**src/rtl/varredura_matriz.sv**
```systemverilog
// Column-multiplexing scanner for the 5x7 LED matrix: one column per slot,
// blank lead-in per slot, and a frame buffer latched once per frame.
module varredura_matriz #(
    parameter int unsigned DIV_VARREDURA = 50000,
    parameter int unsigned APAGAMENTO    = 16
) (
    input  logic       clk,
    input  logic       reset,
    input  logic       ligado,
    input  logic [6:0] coluna1_entrada,
    input  logic [6:0] coluna2_entrada,
    input  logic [6:0] coluna3_entrada,
    input  logic [6:0] coluna4_entrada,
    input  logic [6:0] coluna5_entrada,
    output logic [4:0] colunas_saida,
    output logic [6:0] linhas_saida,
    output logic       fim_quadro
);

    localparam int unsigned CW = $clog2(DIV_VARREDURA);
    localparam logic [CW-1:0] C_MAX   = CW'(DIV_VARREDURA - 1);
    localparam logic [CW-1:0] C_BLANK = CW'(APAGAMENTO);

    logic [CW-1:0] r_cnt;
    logic [2:0]    r_col;
    logic [6:0]    r_buf [5];

    logic          w_fim_slot;
    logic          w_snapshot;
    logic          w_blank;
    logic [4:0]    w_onehot;
    logic [6:0]    w_linha;

    assign w_fim_slot = (r_cnt == C_MAX);
    assign w_snapshot = (r_col == 3'd0) && (r_cnt == '0);
    assign w_blank    = (r_cnt < C_BLANK);

    always_comb begin
        w_onehot = '0;
        w_linha  = '1;
        case (r_col)
            3'd0: begin w_onehot = 5'b00001; w_linha = r_buf[0]; end
            3'd1: begin w_onehot = 5'b00010; w_linha = r_buf[1]; end
            3'd2: begin w_onehot = 5'b00100; w_linha = r_buf[2]; end
            3'd3: begin w_onehot = 5'b01000; w_linha = r_buf[3]; end
            3'd4: begin w_onehot = 5'b10000; w_linha = r_buf[4]; end
            default: begin w_onehot = '0; w_linha = '1; end
        endcase
    end

    // Outputs register the decode of the current (column, count, buffer),
    // so the buffer loaded at (0,0) first shows at count APAGAMENTO.
    always_ff @(posedge clk) begin
        if (reset) begin
            r_cnt         <= '0;
            r_col         <= '0;
            for (int unsigned k = 0; k < 5; k++) r_buf[k] <= '1;
            colunas_saida <= '0;
            linhas_saida  <= '1;
            fim_quadro    <= 1'b0;
        end else if (!ligado) begin
            r_cnt         <= '0;
            r_col         <= '0;
            colunas_saida <= '0;
            linhas_saida  <= '1;
            fim_quadro    <= 1'b0;
        end else begin
            if (w_fim_slot) begin
                r_cnt <= '0;
                r_col <= (r_col == 3'd4) ? 3'd0 : r_col + 3'd1;
            end else begin
                r_cnt <= r_cnt + CW'(1);
            end

            if (w_snapshot) begin
                r_buf[0] <= coluna1_entrada;
                r_buf[1] <= coluna2_entrada;
                r_buf[2] <= coluna3_entrada;
                r_buf[3] <= coluna4_entrada;
                r_buf[4] <= coluna5_entrada;
            end

            colunas_saida <= w_blank ? 5'b00000 : w_onehot;
            linhas_saida  <= w_blank ? 7'b1111111 : w_linha;
            fim_quadro    <= (r_col == 3'd4) && w_fim_slot;
        end
    end

endmodule

```
**config.mk**
```make
export PLATFORM = sky130hd
export DESIGN_NAME = varredura_matriz
export DESIGN_NICKNAME = d
export VERILOG_FILES = /design/src/rtl/varredura_matriz.sv
export SDC_FILE = /design/constraint.sdc
export NUM_CORES = 1
export LEC_CHECK = 0
export BUFFER_PORTS_ARGS = -buffer_cell sky130_fd_sc_hd__buf_2
export CAP_MARGIN = 20
export CORE_ASPECT_RATIO = 0.9
export CORE_MARGIN = 3
export CORE_UTILIZATION = 50
export DETAILED_ROUTE_END_ITERATION = 10
export PLACE_DENSITY = 0.73
export SYNTH_ARGS = -nofsm -noshare
export SYNTH_HDL_FRONTEND = slang
export SYNTH_SLANG_ARGS = --single-unit
```
**constraint.sdc**
```tcl
create_clock -name clk -period 4.55 [get_ports clk]
set_clock_uncertainty 0.15 [all_clocks]
set_input_delay 0.2275 -clock clk [delete_from_list [all_inputs] [get_ports clk]]
set_output_delay 0.2275 -clock clk [all_outputs]
set_load 0.01 [all_outputs]
```
==> flow_summary.json <==
{
  "irDropWorstVdd_uv": 200,
  "synthTopCellsByArea": "edfxtp_1 37%, dfxtp_1 23%, or2_1 6.6%, ha_1 3.5%, xnor2_1 3.4%",
  "netlist_area_mm2": 0.00283,
  "avgRoutedWirePerCell_um": 14.5,
  "drc": 0,
  "outcome": "finished clean",
  "dieWidth_um": 85.3,
  "clkSlewWorstSetupHoldPaths_ns": 0.06,
  "switchingPower_w": 0.000243,
  "clk_latency_ns": 0.33,
  "finalCritPeriodShare_pct": 65.6,
  "first_global_vias": 1963,
  "viasPerCell": 5.18,
  "yosys-top-cells-count": "35 x edfxtp_1, 32 x dfxtp_1, 30 x or2_1",
  "endpoint_kind": "register",
  "rrSetupSlack_ns": 1.56,
  "antenna_left": 0,
  "clk_path_buf_depth": 2,
  "max-slew-margin-rel_pct": 37.2,
  "grt_max_degree": 36,
  "drive_gt1_share_pct": 22.4,
  "start_kind": "register",
  "core-area_mm2": 0.00535,
  "async_flop_share_pct": 0,
  "powerDensity_mw_per_mm2": 317,
  "dpl.cell_count": 343,
  "ios": 51,
  "n_fill_cell": 396,
  "cp_max_fo": 35,
  "fp.dieH_um": 77.3,
  "cts_buffers": 9,
  "reg2reg_depth": 4,
  "syn-num-nets": 285,
  "hp-class": "in -> reg",
  "start_util_pct": 52.9,
  "rsz0062_at_grt": "no",
  "power.internal_w": 0.000878,
  "fmax_mhz": 335,
  "finalSetupTns_ns": 0,
  "synth-edff-count": 35,
  "ys_seq_area_share_pct": 59.8,
  "yosysWarningCount": 0,
  "yosys.area.top_type": "edfxtp_1",
  "p_leak_nw": 1.22,
  "htree_num_levels": 3,
  "min_path_cells": 2,
  "min_to": "r_buf[0][34]",
  "area_delta_synth_final_pct": 25.1,
  "hp-start": "coluna5_entrada[6]",
  "cts_tree": "built",
  "dp_slack_ns": 1.57,
  "yosys.area.top_type_share_pct": 37.2,
  "clock_sinks": 67,
  "antenna_found_initial": 0,
  "postCtsSetupBuffers": 0,
  "drt-initial-drc-count": 137,
  "r2r-end": "r_buf[0][1]",
  "ys.flop_type": "edfxtp_1",
  "pwr-share-comb_pct": 5.9,
  "synth-seq-cells": 67,
  "netlist_instances": 239,
  "diodes": 0,
  "synth_cell_types": 36,
  "worst_slew_pin_slew_ns": 0.936,
  "cts-resized-gates": 0,
  "final_hold_viol_count": 0,
  "p_clk_share_pct": 35.5,
  "p_total_w": 0.00112,
  "dieArea_mm2": 0.00660,
  "drv_slew": 0,
  "stdcell_count": 388,
  "routed_wl_um": 5640,
  "place_hpwl_um": 3640,
  "routabilityCongestion": 0.881,
  "required_ns": 4.48,
  "setup_slack_ns": 1.56,
  "avgSynthCellArea_um2": 11.8,
  "arrival_ns": 2.91,
  "port_buffers": 50,
  "p_sw_share_pct": 21.6,
  "first_pass_iters": 4,
  "grt_pass1_wl_um": 9120,
  "seqPwrFrac_pct": 58.5,
  "final_util_pct": 66.2,
  "rows": 25,
  "cts_root_buf": "clkbuf_8",
  "critical_path_class": "reg -> reg",
  "vias": 2010,
  "cap_viol_max_count": 0,
  "nets": 362,
  "yosysMostFrequentCell": "edfxtp_1",
  "grt.overflow.total": 0,
  "fin_crit_ns": 2.99,
  "rr_startpoint": "r_cnt[7]",
  "grt.total_usage_pct": 17.9,
  "setup_violations": 0
}
-- worst max-delay path, stage by stage (launching register included) --
cell and delay, ns:
dfxtp_1 0.36, or4_4 0.54, or4_1 0.55, or3_1 0.70, or2_2 0.43
-- state kept, by name (all words and copies together), names as in the netlist --
signal,count
r_buf,35
colunas_saida,5
fim_quadro,1
linhas_saida,7
r_cnt,16
r_col,3
-- cell usage in the layout (no fill, tap or decap), drive strengths merged, types with 3 or more instances in the layout --
master	instances
buf	51
or2	36
edfxtp	35
dfxtp	32
dlygate4sd3	29
nor2	24
xnor2	11
clkbuf	9
ha	8
inv	7
nand3	7
a222oi	7
o211ai	7
nor4	6
nand4	5
and2	5
a22oi	5
clkinv	5
nand2	4
nor3	4
xor2	3
mux2i	3
or4	3
-- worst max path at each step --
stage / startpoint / to / slack [ns] / depth (start not counted)
2_1_floorplan: r_cnt[7] / r_buf[0][0] / 0.91 / 3
3_3_place_gp: r_cnt[7] / r_buf[0][3] / 1.67 / 4
3_5_place_dp: r_cnt[7] / r_buf[0][3] / 1.57 / 4
4_1_cts: r_cnt[7] / r_buf[0][1] / 1.57 / 4
5_1_grt: r_cnt[7] / r_buf[0][1] / 1.45 / 4
6_report: r_cnt[7] / r_buf[0][1] / 1.56 / 4
-- logic make-up (layout without fill, tap and decap cells) --
kind of cell             count (synthesis)  after routing  share of synthesized area (%)
adder cells (fa/ha/maj)                  8              8                           3.54
multiplexers                             3              3                           1.06
buffers and inverters                   21            103                           3.89
AND/OR/NAND/NOR                        102            102                           20.4
AO/OA/AOI/OAI                           24             24                           6.99
flip-flops                              67             67                           59.8
XOR/XNOR                                14             14                           4.34
-- stage by stage --
step,hold slack (ns),cell area (um2)
2_1_floorplan,0.253,2830
3_3_place_gp,0.330,3090
3_5_place_dp,0.335,3090
4_1_cts,0.00385,3540
5_1_grt,0.00835,3540
6_report,0.0186,3540
-- power groups by stage --
stage | logic [W] | registers, W | clock network [W]
2_1_floorplan | 0.0000288 | 0.000669 | 0
3_3_place_gp | 0.0000462 | 0.000668 | 0
3_5_place_dp | 0.0000470 | 0.000669 | 0
4_1_cts | 0.0000660 | 0.000656 | 0.000409
5_1_grt | 0.0000736 | 0.000657 | 0.000436
6_report | 0.0000665 | 0.000656 | 0.000398
-- cell type report --
type	count	area, um2	area share (%)
multi-input combinational	151	1030	29.1
clock inverter	7	35.0	0.990
inverter	7	26.3	0.743
sequential	67	1690	47.8
tap	67	83.8	2.37
clock buffer	9	124	3.50
timing repair buffer	80	548	15.5
-- layer usage --
metal	part of all wire (%)	track usage [%]	wire (um)	vias up
li1	-	-	-	1007
met3	4.8	5.63	271	5
met2	50	29.4	2810	54
met4	0.80	7.12	45	0
met1	45	22.0	2520	944
met5	0	0	0	-
-- what timing repair did --
action                                  4_1_cts  5_1_grt
hold buffers                                 29        0
endpoints found under the setup margin        0        0
endpoints found under the hold margin        29        0
Note: power is estimated with default switching activity, not from simulation.
